## src/rtl/sand_row_stepper.sv

```systemverilog
// Row-buffered sand physics stepper: loads one row of region/floor words,
// scans it left to right one word per cycle, then streams the result out.
module sand_row_stepper #(
    parameter int CELLS     = 16,
    parameter int ROW_WORDS = 40
) (
    input  logic                 clk,
    input  logic                 reset,
    input  logic                 in_valid,
    output logic                 in_ready,
    input  logic [2*CELLS-1:0]   region,
    input  logic [2*CELLS-1:0]   floor,
    input  logic                 frame_parity,
    input  logic                 enable,
    output logic                 out_valid,
    input  logic                 out_ready,
    output logic [2*CELLS-1:0]   new_region,
    output logic [2*CELLS-1:0]   new_floor,
    output logic                 out_last,
    output logic                 busy
);

    localparam int W  = 2 * CELLS;
    localparam int CW = $clog2(ROW_WORDS);
    localparam logic [CW-1:0] LAST = CW'(ROW_WORDS - 1);

    localparam logic [1:0] AIR     = 2'b00;
    localparam logic [1:0] SAND    = 2'b01;
    localparam logic [1:0] SAND_AM = 2'b10;
    localparam logic [1:0] WALL    = 2'b11;

    typedef enum logic [1:0] {IDLE, LOAD, SCAN, DRAIN} state_t;

    state_t        state_q, state_d;
    logic [CW-1:0] w_q, w_d;
    logic          pref_q;
    logic          en_q;
    logic [W-1:0]  region_q [ROW_WORDS];
    logic [W-1:0]  floor_q  [ROW_WORDS];

    logic [CW-1:0] wp1, wm1;
    logic          in_fire;
    logic [1:0]    fx [CELLS+2];
    logic [W-1:0]  rx, fw;
    logic          px;

    assign wp1      = w_q + CW'(1);
    assign wm1      = w_q - CW'(1);
    assign in_ready = !reset && (state_q == IDLE || state_q == LOAD);
    assign in_fire  = in_valid && in_ready;

    always_comb begin
        state_d   = state_q;
        w_d       = w_q;
        out_valid = 1'b0;
        busy      = 1'b0;
        unique case (state_q)
            IDLE: begin
                if (in_fire) begin
                    state_d = LOAD;
                    w_d     = wp1;
                end
            end
            LOAD: begin
                if (in_fire) begin
                    if (w_q == LAST) begin
                        state_d = SCAN;
                        w_d     = '0;
                    end else begin
                        w_d = wp1;
                    end
                end
            end
            SCAN: begin
                busy = 1'b1;
                if (w_q == LAST) begin
                    state_d = DRAIN;
                    w_d     = '0;
                end else begin
                    w_d = wp1;
                end
            end
            DRAIN: begin
                busy      = 1'b1;
                out_valid = 1'b1;
                if (out_ready) begin
                    if (w_q == LAST) begin
                        state_d = IDLE;
                        w_d     = '0;
                    end else begin
                        w_d = wp1;
                    end
                end
            end
            default: state_d = IDLE;
        endcase
    end

    // fx[0] is the right neighbour floor cell, fx[CELLS+1] the left one.
    always_comb begin
        rx = region_q[w_q];
        px = pref_q;
        for (int k = 0; k < CELLS; k++) fx[k+1] = floor_q[w_q][2*k +: 2];
        fx[0]       = WALL;
        fx[CELLS+1] = WALL;
        if (w_q != LAST) fx[0] = floor_q[wp1][W-1 -: 2];
        if (w_q != '0) fx[CELLS+1] = floor_q[wm1][1:0];
        for (int i = CELLS - 1; i >= 0; i--) begin
            if (rx[2*i +: 2] == SAND_AM) begin
                rx[2*i +: 2] = SAND;
            end else if (rx[2*i +: 2] == SAND) begin
                if (fx[i+1] == AIR) begin
                    rx[2*i +: 2] = AIR;
                    fx[i+1]      = SAND_AM;
                end else if (fx[i+2] == AIR && fx[i] == AIR) begin
                    rx[2*i +: 2] = AIR;
                    if (px) fx[i] = SAND_AM;
                    else fx[i+2] = SAND_AM;
                    px = ~px;
                end else if (fx[i+2] == AIR) begin
                    rx[2*i +: 2] = AIR;
                    fx[i+2]      = SAND_AM;
                end else if (fx[i] == AIR) begin
                    rx[2*i +: 2] = AIR;
                    fx[i]        = SAND_AM;
                end
            end
        end
        fw = '0;
        for (int k = 0; k < CELLS; k++) fw[2*k +: 2] = fx[k+1];
    end

    always_ff @(posedge clk) begin
        if (reset) begin
            state_q <= IDLE;
            w_q     <= '0;
            pref_q  <= 1'b0;
            en_q    <= 1'b0;
        end else begin
            state_q <= state_d;
            w_q     <= w_d;
            if (in_fire) begin
                region_q[w_q] <= region;
                floor_q[w_q]  <= floor;
            end
            if (in_fire && state_q == IDLE) begin
                pref_q <= frame_parity;
                en_q   <= enable;
            end
            if (state_q == SCAN && en_q) begin
                region_q[w_q] <= rx;
                floor_q[w_q]  <= fw;
                if (w_q != '0) floor_q[wm1][1:0] <= fx[CELLS+1];
                if (w_q != LAST) floor_q[wp1][W-1 -: 2] <= fx[0];
                pref_q <= px;
            end
        end
    end

    assign new_region = (state_q == DRAIN) ? region_q[w_q] : '0;
    assign new_floor  = (state_q == DRAIN) ? floor_q[w_q] : '0;
    assign out_last   = (state_q == DRAIN) && (w_q == LAST);

endmodule

```

## config.mk

```make
export PLATFORM = sky130hd
export DESIGN_NAME = sand_row_stepper
export DESIGN_NICKNAME = d
export VERILOG_FILES = /design/src/rtl/sand_row_stepper.sv
export SDC_FILE = /design/constraint.sdc
export NUM_CORES = 2
export LEC_CHECK = 0
export BUFFER_PORTS_ARGS = -buffer_cell sky130_fd_sc_hd__buf_2
export CAP_MARGIN = 0
export CORE_ASPECT_RATIO = 0.6
export CORE_MARGIN = 2
export CORE_UTILIZATION = 40
export DETAILED_ROUTE_END_ITERATION = 16
export GPL_ROUTABILITY_DRIVEN = 0
export SLEW_MARGIN = 15
export SYNTH_ARGS = -nofsm -noshare
export SYNTH_HDL_FRONTEND = slang
export SYNTH_SLANG_ARGS = --single-unit
```

## constraint.sdc

```tcl
create_clock -name clk -period 10.7 [get_ports clk]
set_clock_uncertainty 0.05 [all_clocks]
set_input_delay 1.07 -clock clk [delete_from_list [all_inputs] [get_ports clk]]
set_output_delay 1.07 -clock clk [all_outputs]
set_load 0.02 [all_outputs]
```

==> impl_results.md <==
* Status: finished, final reports clean
* Depth of the CTS H-tree at 4
* Layout cells sized above 1 at 0.276
* Peak supply drop at roughly 0.19 mV
* Crit. End Element: flip-flop
* Die area at around 270000 um^2
* Clock-pin slew on the worst setup and hold paths at 70 ps
* Max Freq at roughly 100 MHz
* Maxcap violations at 0
* Clk Latency, worst-skew pair at around 900 ps
* Critical Path Source Type: flip-flop
* Post-synthesis sequential area ratio at 0.729
* Vias in the first global route at around 55k
* Setup Crit Path Kind: flip-flop to flip-flop
* Crit path arrival time at approximately 10000 ps
* Syn Area/Cell at approximately 20 um^2
* Final setup violation count at 0
* Max clock buf depth at 4
* FF-to-FF setup slack at about 1100 ps
* Slew @ Worst Pin at about 1300 ps
* Synth async-reset ratio at 0
* Tmin final at between 9000 and 10000 ps
* Cell count after synthesis at 5323
* Crit share post-route at 0.895
* Warnings, synthesis at 0
* Largest net degree at the start of global routing at 98
* First-pass GRT wire length at 443000 um
* Hold Path Stages at 3
* Post-Syn Nets at between 5k and 6k
* DR vias at approximately 58k
* Critical-path maximum fanout at 40
* Die X-Extent at 668 um
* Antenna violations before repair at 8
* Avg WL per Cell at about 35 um
* Unique cell type count in the Yosys netlist at about 110
* DRT iter0 DRCs at around 8.8k
* Nets at 5659
* CTS tree: built
* Hold Crit Start: enable
* Required time worst endpoint at 11260 ps
* Hold Slack at a little over 400 ps
* R2R cell count at 25
* Post-CTS Repair Setup Buffers at 0
* Largest cells by area after synthesis: edfxtp_1 (73%), mux4_2 (15%), mux2i_1 (2.1%)
* Core footprint at between 200000 and 300000 um^2
* Gr usage total at 0.235
* Worst hold path class: input pin to flip-flop
* Num Clock Sinks at ~2.6k
* Post-Syn Area at 106000 um^2
* R2r endpoint: floor_q[4][31]
* Number of vias per cell at about 6.2
* Buffers on Ports at about 140
* EDFF count, synth at 2560
* Worst Hold End: en_q
* Die height at between 400 and 500 um
* Final Max Tran Viols at 0
* Ant. Diodes at 0
* Total CTS buffers at roughly 230
* Post-synth top area share at 0.726
* Most common flop cell mapped by yosys: edfxtp_1
* PwrDens at about 220 nW/um^2
* Grt total ovfl at 0
* # IOs at between 100 and 150
* RSZ-0062 raised after global routing: no
* Yosys reg bits at approximately 2.6k
* Post-CTS Hold Buffers at 0
* Area Overhead vs Synth at 12.2%
* Post-DRT Antenna Nets at 0
* DPL Wire Length at 173000 um
* Starting Density at 0.402
* CTS Root Cell: clkbuf_16
* Setup TNS Final at 0 ps
* Final hold violation count at 0
* Final WL at 322000 um
* P_leak at ~0.036 uW
* PostCTS Resize Cnt at 0
* Relative slew slack at 0.152
* Leading area contributor after synthesis: edfxtp_1
* Crit Reg-Reg Startpoint: w_q[1]
* DRC at 0
* Drt pass-1 iters at 8
* Row Count at around 150
==> worst max path at each step <==
stage | start | end | slack [ps]
2_1_floorplan | w_q[0] | floor_q[0][3] | 1650
3_3_place_gp | w_q[1] | floor_q[8][31] | 1530
3_5_place_dp | w_q[1] | floor_q[4][31] | 1490
4_1_cts | w_q[1] | floor_q[4][31] | 1450
5_1_grt | w_q[1] | floor_q[11][31] | 880
6_report | w_q[1] | floor_q[4][31] | 1120
==> metal layers <==
| layer | GRT usage | vias to the layer above | share of wire |
|---|---|---|---|
| li1 | - | 22729 | - |
| met1 | 0.343 | 30907 | 0.41 |
| met2 | 0.353 | 3437 | 0.45 |
| met3 | 0.0565 | 510 | 0.10 |
| met4 | 0.0675 | 2 | 0.032 |
| met5 | 0 | - | 0.000059 |
==> synthesized netlist by cell type, drive strengths merged (29+ instances only) <==
| master | instances |
|---|---|
| mux2i | 225 |
| nand3 | 46 |
| clkbuf | 94 |
| nor2 | 168 |
| a21oi | 54 |
| mux2 | 80 |
| edfxtp | 2560 |
| nand2 | 373 |
| buf | 214 |
| o21ai | 115 |
| a22o | 30 |
| inv | 67 |
| mux4 | 688 |
| o22ai | 146 |
| o32ai | 41 |
| a221oi | 29 |
==> cell type report <==
type / count / area (um^2)
Clock buffer: 275 / 5880
Clock inverter: 118 / 1290
Fill cell: 22145 / 145000
Inverter: 67 / 452
Multi-Input combinational cell: 2367 / 27100
Sequential cell: 2576 / 77200
Tap cell: 3552 / 4440
Timing Repair Buffer: 345 / 2460
==> through the flow <==
stage	setup WS, ps	cell area, um^2	util	cells	power, uW
after floorplan	1650	106000	-	5323	15900
after detailed placement	1490	112000	0.423	8902	17800
after global placement	1530	112000	0.423	8902	17700
final	1120	119000	0.451	9300	25900
after CTS	1450	119000	0.450	9295	25900
after global routing	878	119000	0.451	9300	26700
==> logic make-up (layout without fill, tap and decap cells) <==
group                      Yosys count  count (layout)  share of synthesized area
DFF                               2576            2576                      0.729
muxes                              993             993                      0.176
and+or+nand+nor                    765             765                     0.0330
AOI/OAI and AO/OA                  587             587                     0.0391
buffers and inverters              380             805                     0.0203
xor gates and xnor gates            15              15                    0.00138
adders and majority gates            7               7                   0.000804
==> registers in the layout (all words and copies together) (netlist names), named ones only <==
| signal | cells |
|---|---|
| state_q | 2 |
| region_q | 1280 |
| pref_q | 1 |
| en_q | 1 |
| w_q | 6 |
| floor_q | 1280 |
==> cell usage in the layout (no fill, tap or decap), types with 21 or more instances in the layout <==
cell	synthesis	layout
edfxtp_1	2560	2560
mux4_2	686	686
nand2_1	372	370
clkbuf_16	0	228
mux2i_1	225	225
buf_4	59	189
nor2_1	167	165
o22ai_1	145	145
buf_2	85	137
o21ai_0	104	80
mux2_2	80	80
clkinv_1	0	48
clkbuf_1	91	47
a21oi_1	50	46
inv_6	0	44
nand3_1	44	44
o32ai_1	40	40
a22o_1	30	30
a221oi_1	29	29
a22oi_1	27	27
nand2b_1	27	27
bufinv_16	0	27
inv_1	65	25
clkinv_2	0	22
and2_1	21	21
==> worst max-delay path, cell delays in order, from the launching register on <==
cell and delay [ps]:
dfxtp_1 650, inv_1 180, ha_2 1170, mux2_2 420
a221o_1 350, o2bb2ai_1 160, a32oi_1 160, or4b_1 500
nand4b_1 310, o32ai_2 210, xnor2_1 390, a21oi_1 200
or3_1 550, o221ai_2 310, o211ai_1 170, nor4b_1 410
o21ai_0 310, a21oi_1 310, o21ai_0 220, o211a_1 300
nor3_1 390, nor2_1 180, o41a_1 480, a31oi_4 200
buf_4 480, o22ai_1 180
==> power by group <==
part           internal (uW)  switching (uW)  total [uW]
registers              11200            94.6       11300
logic                   2610            3700        6310
clock network           4540            3690        8240
Power figures use the tool's default switching activity.
